[src/rtl/xita_to_duty.sv]
// Servo angle (sign-magnitude Q15.16 degrees) to 50 Hz PWM high-time count.
// One conversion every 24 clocks: sample, 22-step serial divide, load duty.
module xita_to_duty #(
  parameter int CENTER  = 75000,
  parameter int SPAN    = 50000,
  parameter int MAX_DEG = 90
) (
  input  logic        clk,
  input  logic        rst_n,
  input  logic [31:0] xita,
  output logic [19:0] duty
);

  // SPAN/MAX_DEG reduced by their common factor keeps the divisor small (45).
  localparam int          MUL     = SPAN / 2;
  localparam int          DIV     = MAX_DEG / 2;
  localparam logic [30:0] MAG_MAX = 31'(MAX_DEG) << 16;
  localparam logic [4:0]  LAST    = 5'd23;

  logic [4:0]  phase;
  logic [31:0] xita_p0;
  logic [21:0] qd_p1;
  logic [5:0]  rem_p1;

  logic [30:0] mag_c;
  logic [37:0] prod;
  logic [21:0] s_p0;
  logic [21:0] qd_in;
  logic [21:0] qd_nxt;
  logic [5:0]  rem_in;
  logic [5:0]  rem_nxt;
  logic [6:0]  trial;

  function automatic logic [30:0] sat_mag(input logic [30:0] m);
    return (m > MAG_MAX) ? MAG_MAX : m;
  endfunction

  // Offset from centre; q never exceeds SPAN so the 20-bit result cannot wrap.
  function automatic logic [19:0] apply_sign(input logic neg, input logic [15:0] q);
    logic signed [20:0] mag_s;
    logic signed [20:0] res;
    mag_s = $signed({5'd0, q});
    res   = neg ? ($signed(21'(CENTER)) - mag_s) : ($signed(21'(CENTER)) + mag_s);
    return res[19:0];
  endfunction

  always_comb begin
    mag_c   = sat_mag(xita_p0[30:0]);
    prod    = 38'(mag_c) * 38'(MUL);
    s_p0    = 22'(prod >> 16);
    qd_in   = (phase == 5'd1) ? s_p0 : qd_p1;
    rem_in  = (phase == 5'd1) ? 6'd0 : rem_p1;
    trial   = {rem_in, qd_in[21]};
    rem_nxt = trial[5:0];
    qd_nxt  = {qd_in[20:0], 1'b0};
    if (trial >= 7'(DIV)) begin
      rem_nxt   = 6'(trial - 7'(DIV));
      qd_nxt[0] = 1'b1;
    end
  end

  always_ff @(posedge clk or negedge rst_n) begin
    if (!rst_n) begin
      phase   <= '0;
      xita_p0 <= '0;
      qd_p1   <= '0;
      rem_p1  <= '0;
      duty    <= 20'(CENTER);
    end else begin
      phase <= (phase == LAST) ? 5'd0 : phase + 5'd1;
      // stage p0: capture command
      if (phase == 5'd0)
        xita_p0 <= xita;
      // stage p1: one restoring-divide bit per clock
      if (phase >= 5'd1 && phase <= 5'd22) begin
        qd_p1  <= qd_nxt;
        rem_p1 <= rem_nxt;
      end
      // stage p2: signed offset from centre
      if (phase == LAST)
        duty <= apply_sign(xita_p0[31], 16'(qd_p1));
    end
  end

endmodule

[config.mk]
export PLATFORM = sky130hd
export DESIGN_NAME = xita_to_duty
export DESIGN_NICKNAME = d
export VERILOG_FILES = /design/src/rtl/xita_to_duty.sv
export SDC_FILE = /design/constraint.sdc
export NUM_CORES = 1
export LEC_CHECK = 0
export ABC_AREA = 1
export CORE_MARGIN = 2
export CORE_UTILIZATION = 65
export CTS_CLUSTER_DIAMETER = 40
export DETAILED_ROUTE_END_ITERATION = 10
export HOLD_SLACK_MARGIN = 0.03
export PLACE_DENSITY = 0.85
export SYNTH_ARGS = -nofsm -noshare
export SYNTH_HDL_FRONTEND = slang
export SYNTH_SLANG_ARGS = --single-unit
[constraint.sdc]
create_clock -name clk -period 11.1 [get_ports clk]
set_input_delay 1.665 -clock clk [delete_from_list [all_inputs] [get_ports clk]]
set_output_delay 1.665 -clock clk [all_outputs]
set_load 0.01 [all_outputs]
==> results.sh, run 1 <==
export IMPL_synth_seq_cells=83
export IMPL_fin_util=0.737
export IMPL_postCtsSetupBuffers=0
export IMPL_fmax_ghz=0.147
export IMPL_post_cts_resized=0
export IMPL_syn_inst=1281
export IMPL_skew_ns=0.00841
export IMPL_grt_overflow=0
export IMPL_vias=8215
export IMPL_use_met2=0.504
export IMPL_cts_sinks=83
export IMPL_cts_max_level=3
export IMPL_n_antenna_cell=0
export IMPL_drtPass1Iterations=5
export IMPL_path_class="flip-flop to flip-flop"
export IMPL_first_iter_violations=671
export IMPL_peakVddDrop_uv=102
export IMPL_rr_endpoint="rem_p1[1]"
export IMPL_cts_tree="yes"
export IMPL_cp_start_kind="flip-flop"
export IMPL_required_ns=11.37
export IMPL_powerDensity_nw_per_um2=127
export IMPL_grt_pass1_wl_um=38200
export IMPL_min_path_cells=2
export IMPL_core_rowCount=45
export IMPL_grt_max_degree=76
export IMPL_tightest_slew_ns=1.02
export IMPL_slowest_delay_ns=0.55
export IMPL_min_from="duty[13]"
export IMPL_hpwlAfterDp_um=18800
export IMPL_status="finished clean"
export IMPL_multi_input_area_um2=6780
export IMPL_hold_viol_final=0
export IMPL_cap_violations=0
export IMPL_synth_top_cell_by_area="fa_1"
export IMPL_path_max_fanout=23
export IMPL_holdBufCountCts=0
export IMPL_tns_ns=0
export IMPL_grt_usage=0.290
export IMPL_synth_async_reset_ratio=1.00
export IMPL_initial_core_util=0.667
export IMPL_final_antenna_net_count=0
export IMPL_die_area_um2=16600
export IMPL_slew_headroom=0.318
export IMPL_route_detailed_drc=0
export IMPL_chipHeight_um=129
export IMPL_vias_per_cell=5.33
export IMPL_io_buffers=51
export IMPL_rsz0062_at_grt="false"
export IMPL_layout_commonest_cell="inv_1"
export IMPL_use_met3=0.0445
export IMPL_netlist_area_um2=10100
export IMPL_avgRoutedWirePerCell_um=14.7
export IMPL_cts_root_buf="clkbuf_16"
export IMPL_cts_made_buffers=9
export IMPL_die_w_um=129
export IMPL_arrival_ns=7.08
export IMPL_wl_um=22600
export IMPL_power_leakage_nw=6.37
export IMPL_fillers=1101
export IMPL_area_growth_pct=10.5
export IMPL_holdPathEnd="duty[13]"
export IMPL_rr_worst_depth=31
export IMPL_min_period_over_period=0.614
export IMPL_synth_edf_count=0
export IMPL_yosys_area_top_type_share=0.186
export IMPL_ys_flop_type="dfrtp_1"
export IMPL_fin_nets=1620
export IMPL_hold_path_class="flip-flop to flip-flop"
export IMPL_grt_busiest_layer="met2"
export IMPL_core_um2=15200
export IMPL_place_gp_congestion=0.986
export IMPL_ys_top_cells_by_area="fa_1, dfrtp_1, ha_1"
export IMPL_final_setup_viol_count=0
export IMPL_finalCriticalPeriod_ns=6.81
export IMPL_drive_gt1_frac=0.0480
export IMPL_cpMostUsedCell="inv_1"
export IMPL_cts_buffer_depth=2
export IMPL_io_pins=54
export IMPL_ys_seq_area_frac=0.206
export IMPL_reg2reg_from="xita_p0[22]"
export IMPL_grt_pass1_vias=8249
export IMPL_r2r_setup_slack_ns=4.29
export IMPL_clk_latency_ns=0.34
export IMPL_drv_slew=0
export IMPL_seqCellArea_um2=2090
export IMPL_use_met1=0.379
export IMPL_antenna_found_initial=0
export IMPL_final_cell_mix="inv_1, nand2_1, ha_1, nor2_1, fa_1"
export IMPL_finalPower_mw=1.42
export IMPL_path_clk_slew_ns=0.07
export IMPL_syn_area_per_cell_um2=7.92
export IMPL_slowest_stage="fa_1"
export IMPL_synth_cell_types=44
export IMPL_critPathCaptureType="flip-flop"
export IMPL_yosys_warnings=0
through the flow:
step	worst slack, ns	instances	instance area [um^2]	hold WS (ns)
floorplan	5.19	1310	10200	0.449
global placement	4.53	1526	10900	0.461
detailed placement	4.39	1526	10900	0.466
CTS	4.33	1542	11200	0.477
global route	3.82	1542	11200	0.490
finish	4.29	1542	11200	0.473
flip-flops by register name (all words and copies together) (netlist names):
register / cells
qd_p1: 22
phase: 5
duty: 18
rem_p1: 6
xita_p0: 32
where the power goes:
group	internal [mW]	switching (mW)	total, mW
combinational	0.273	0.386	0.658
clock	0.183	0.129	0.312
sequential	0.391	0.0576	0.449
total	0.847	0.572	1.42
cell families (layout without fill, tap and decap cells):
group / Yosys count / count (layout) / synth area share
other: 2 / 31 / 0.000741
AOI/OAI and AO/OA: 198 / 198 / 0.107
adders and majority gates: 237 / 237 / 0.362
DFF: 83 / 83 / 0.206
muxes: 9 / 9 / 0.00987
xor gates and xnor gates: 37 / 37 / 0.0320
buffers and inverters: 362 / 406 / 0.137
and+or+nand+nor: 353 / 353 / 0.145
layout make-up:
class,instances,area share
inverter,336,0.113
timing repair buffer,54,0.0474
multi-input combinational,865,0.605
tap,188,0.0210
clock inverter,6,0.00637
clock buffer,10,0.0213
sequential,83,0.186
how the worst max path moves through the flow:
stage / slack [ns] / from / cells after the start / to
after floorplan: 5.19 / xita_p0[0] / 34 / rem_p1[5]
after global placement: 4.53 / xita_p0[21] / 32 / rem_p1[5]
after detailed placement: 4.39 / xita_p0[22] / 31 / rem_p1[5]
after CTS: 4.33 / xita_p0[22] / 31 / rem_p1[1]
after global routing: 3.82 / xita_p0[22] / 33 / rem_p1[3]
final: 4.29 / xita_p0[22] / 31 / rem_p1[1]
critical path: cells and delay by family (launching register included):
| family | cells | cell delay, ns |
|---|---|---|
| buffers and inverters | 6 | 0.85 |
| AOI/OAI and AO/OA | 8 | 1.38 |
| DFF | 1 | 0.48 |
| and+or+nand+nor | 10 | 1.24 |
| adders and majority gates | 7 | 2.81 |
Yosys cell counts, drive strengths merged (4+ instances only):
cell type,count
inv,336
nand3,42
fa,94
xnor2,4
mux2,8
buf,14
o21ai,76
ha,143
xor2,33
dfstp,8
nand2,175
a21o,9
nand4,6
a21oi,89
o21bai,4
o22ai,4
nor3,11
or2,5
clkbuf,12
dfrtp,75
nor2,110
a31oi,6
layer usage:
layer  vias to the layer above  routed length (um)  share of wire
met4                         0                 609          0.027
met3                        46                1220          0.054
met1                      3872                9970           0.44
li1                       4056                   -              -
met5                         -                   0              0
met2                       241               10800           0.48
(Power assumes the default switching activity.)
==> run 2, diff against run 1 <==
--- a/config.mk
+++ b/config.mk
@@ -7,11 +7,11 @@
 export LEC_CHECK = 0
 export ABC_AREA = 1
 export CORE_MARGIN = 2
-export CORE_UTILIZATION = 65
+export CORE_UTILIZATION = 57
 export CTS_CLUSTER_DIAMETER = 40
 export DETAILED_ROUTE_END_ITERATION = 10
 export HOLD_SLACK_MARGIN = 0.03
-export PLACE_DENSITY = 0.85
+export PLACE_DENSITY = 0.79
 export SYNTH_ARGS = -nofsm -noshare
 export SYNTH_HDL_FRONTEND = slang
 export SYNTH_SLANG_ARGS = --single-unit
==> constraint.sdc (replaced) <==
create_clock -name clk -period 6.2 [get_ports clk]
set_input_delay 0.93 -clock clk [delete_from_list [all_inputs] [get_ports clk]]
set_output_delay 0.93 -clock clk [all_outputs]
set_load 0.01 [all_outputs]
==> results.sh, run 2 (same netlist as run 1, synthesis figures left out) <==
export IMPL_cts_root_buf="clkbuf_16"
export IMPL_final_cell_mix="inv_1, nand2_1, buf_4, fa_1, nor2_1"
export IMPL_skew_ns=0.0117
export IMPL_cp_start_kind="flip-flop"
export IMPL_initial_core_util=0.584
export IMPL_slew_headroom=0.270
export IMPL_largest_reg_flops=32
export IMPL_peakVddDrop_uv=236
export IMPL_io_pins=54
export IMPL_dp_slack_ns=-0.170
export IMPL_holdBufCountCts=0
export IMPL_n_antenna_cell=0
export IMPL_die_area_um2=18900
export IMPL_cts_tree="yes"
export IMPL_avgRoutedWirePerCell_um=18.8
export IMPL_cap_violations=0
export IMPL_path_max_fanout=8
export IMPL_wl_met3_um=1780
export IMPL_slowest_delay_ns=0.60
export IMPL_fin_util=0.767
export IMPL_p_comb_frac=0.532
export IMPL_grt_usage=0.273
export IMPL_chipHeight_um=137
export IMPL_wl_um=32000
export IMPL_required_ns=6.43
export IMPL_p_sw_frac=0.415
export IMPL_hold_viol_final=0
export IMPL_die_w_um=137
export IMPL_vias_per_cell=5.53
export IMPL_first_iter_violations=694
export IMPL_core_um2=17400
export IMPL_reg_top3="xita_p0 x32, qd_p1 x22, duty x18"
export IMPL_placed_cells=1655
export IMPL_finalPower_mw=2.95
export IMPL_grt_pass1_vias=8663
export IMPL_grt_max_degree=74
export IMPL_path_clk_slew_ns=0.07
export IMPL_drv_slew=0
export IMPL_clk_latency_ns=0.36
export IMPL_wl_met2_um=15900
export IMPL_cts_buffer_depth=2
export IMPL_power_frac_seq=0.274
export IMPL_final_setup_viol_count=9
export IMPL_grt_overflow=0
export IMPL_cts_made_buffers=9
export IMPL_grt_pass1_wl_um=40100
export IMPL_power_leakage_nw=6.95
export IMPL_cts_max_level=3
export IMPL_p_int_mw=1.73
export IMPL_timing_final_ws_setup_ns=-0.164
export IMPL_tightest_slew_ns=1.09
export IMPL_fin_nets=1743
export IMPL_antenna_found_initial=0
export IMPL_hold_path_class="primary input to asynchronous set/reset pin"
export IMPL_cpMostUsedCell="nand2_2"
export IMPL_drive_gt1_frac=0.228
export IMPL_met1_length_um=12600
export IMPL_power_share_clock=0.194
export IMPL_final_cells=1702
export IMPL_path_class="flip-flop to flip-flop"
export IMPL_hpwlAfterDp_um=19500
export IMPL_io_buffers=51
export IMPL_dr_max_layer_used="met4"
export IMPL_finalCriticalPeriod_ns=6.36
export IMPL_arrival_ns=6.59
export IMPL_violations="setup timing"
export IMPL_fmax_ghz=0.157
export IMPL_r2r_setup_slack_ns=-0.16
export IMPL_route_detailed_drc=0
export IMPL_place_gp_congestion=0.933
export IMPL_slowest_stage="fa_1"
export IMPL_rsz0062_at_grt="true"
export IMPL_critPathCaptureType="flip-flop"
export IMPL_vias=9414
export IMPL_status="complete, but fails checks"
export IMPL_layout_commonest_cell="inv_1"
export IMPL_regMostFlops="xita_p0"
export IMPL_core_rowCount=48
export IMPL_min_period_over_period=1.03
export IMPL_powerDensity_nw_per_um2=222
export IMPL_area_growth_pct=31.2
export IMPL_drtPass1Iterations=5
export IMPL_cts_sinks=83
export IMPL_power_switching_mw=1.22
export IMPL_final_antenna_net_count=0
run 2: stage by stage:
step | hold slack (ns) | TNS [ns] | area, um^2
2_1_floorplan | 0.449 | 0 | 10200
3_3_place_gp | 0.461 | -0.180 | 11600
3_5_place_dp | 0.465 | -0.807 | 11600
4_1_cts | 0.391 | 0 | 12100
5_1_grt | 0.393 | -3.00 | 13300
6_report | 0.393 | -1.03 | 13300
run 2: per-layer routing:
metal | global-route usage | vias to the layer above
met2 | 0.468 | 452
met5 | 0 | -
met4 | 0.0939 | 0
li1 | - | 4315
met3 | 0.0449 | 150
met1 | 0.350 | 4497
run 2: worst paths after layout:
path | to | start | cells past startpoint
max in group asynchronous | xita_p0[17] | rst_n | 2
setup / recovery | rem_p1[1] | xita_p0[2] | 36
min in group clk | duty[13] | duty[13] | 2
hold reg to reg | duty[13] | duty[13] | 2
hold / removal | rem_p1[5] | rst_n | 1
setup reg to reg | rem_p1[1] | xita_p0[2] | 36
run 2: power by group through the flow:
| stage | Sequential, mW | Combinational, mW | Clock, mW |
|---|---|---|---|
| final | 0.807 | 1.57 | 0.573 |
| after global routing | 0.825 | 1.73 | 0.599 |
| after CTS | 0.803 | 1.31 | 0.572 |
| after detailed placement | 0.811 | 1.28 | 0 |
| after global placement | 0.804 | 1.25 | 0 |
| after floorplan | 0.818 | 0.782 | 0 |
run 2: layout make-up:
type                    instances  area, um^2
fillers                      1053        4050
multi-input cells             866        7840
repair buffers                175        1520
repair inverters                1        7.51
clock inverters                 7        80.1
clock buffers                   9         225
flip-flops and latches         83        2090
inverters                     336        1270
well taps                     225         282
run 2: worst max-delay path: cells and delay by family (launching register included):
family	cells	cell delay, ns
buffers and inverters	8	1.12
AO/OA/AOI/OAI	2	0.18
flip-flops	1	0.42
XOR/XNOR	1	0.17
AND/OR/NAND/NOR	18	1.88
adder cells (fa/ha/maj)	7	2.45
run 2: repair_timing:
action	CTS	global route
resized for setup	29	181
setup buffers	0	29
pin swaps	4	100
setup endpoints to repair	7	18
cloned	1	1
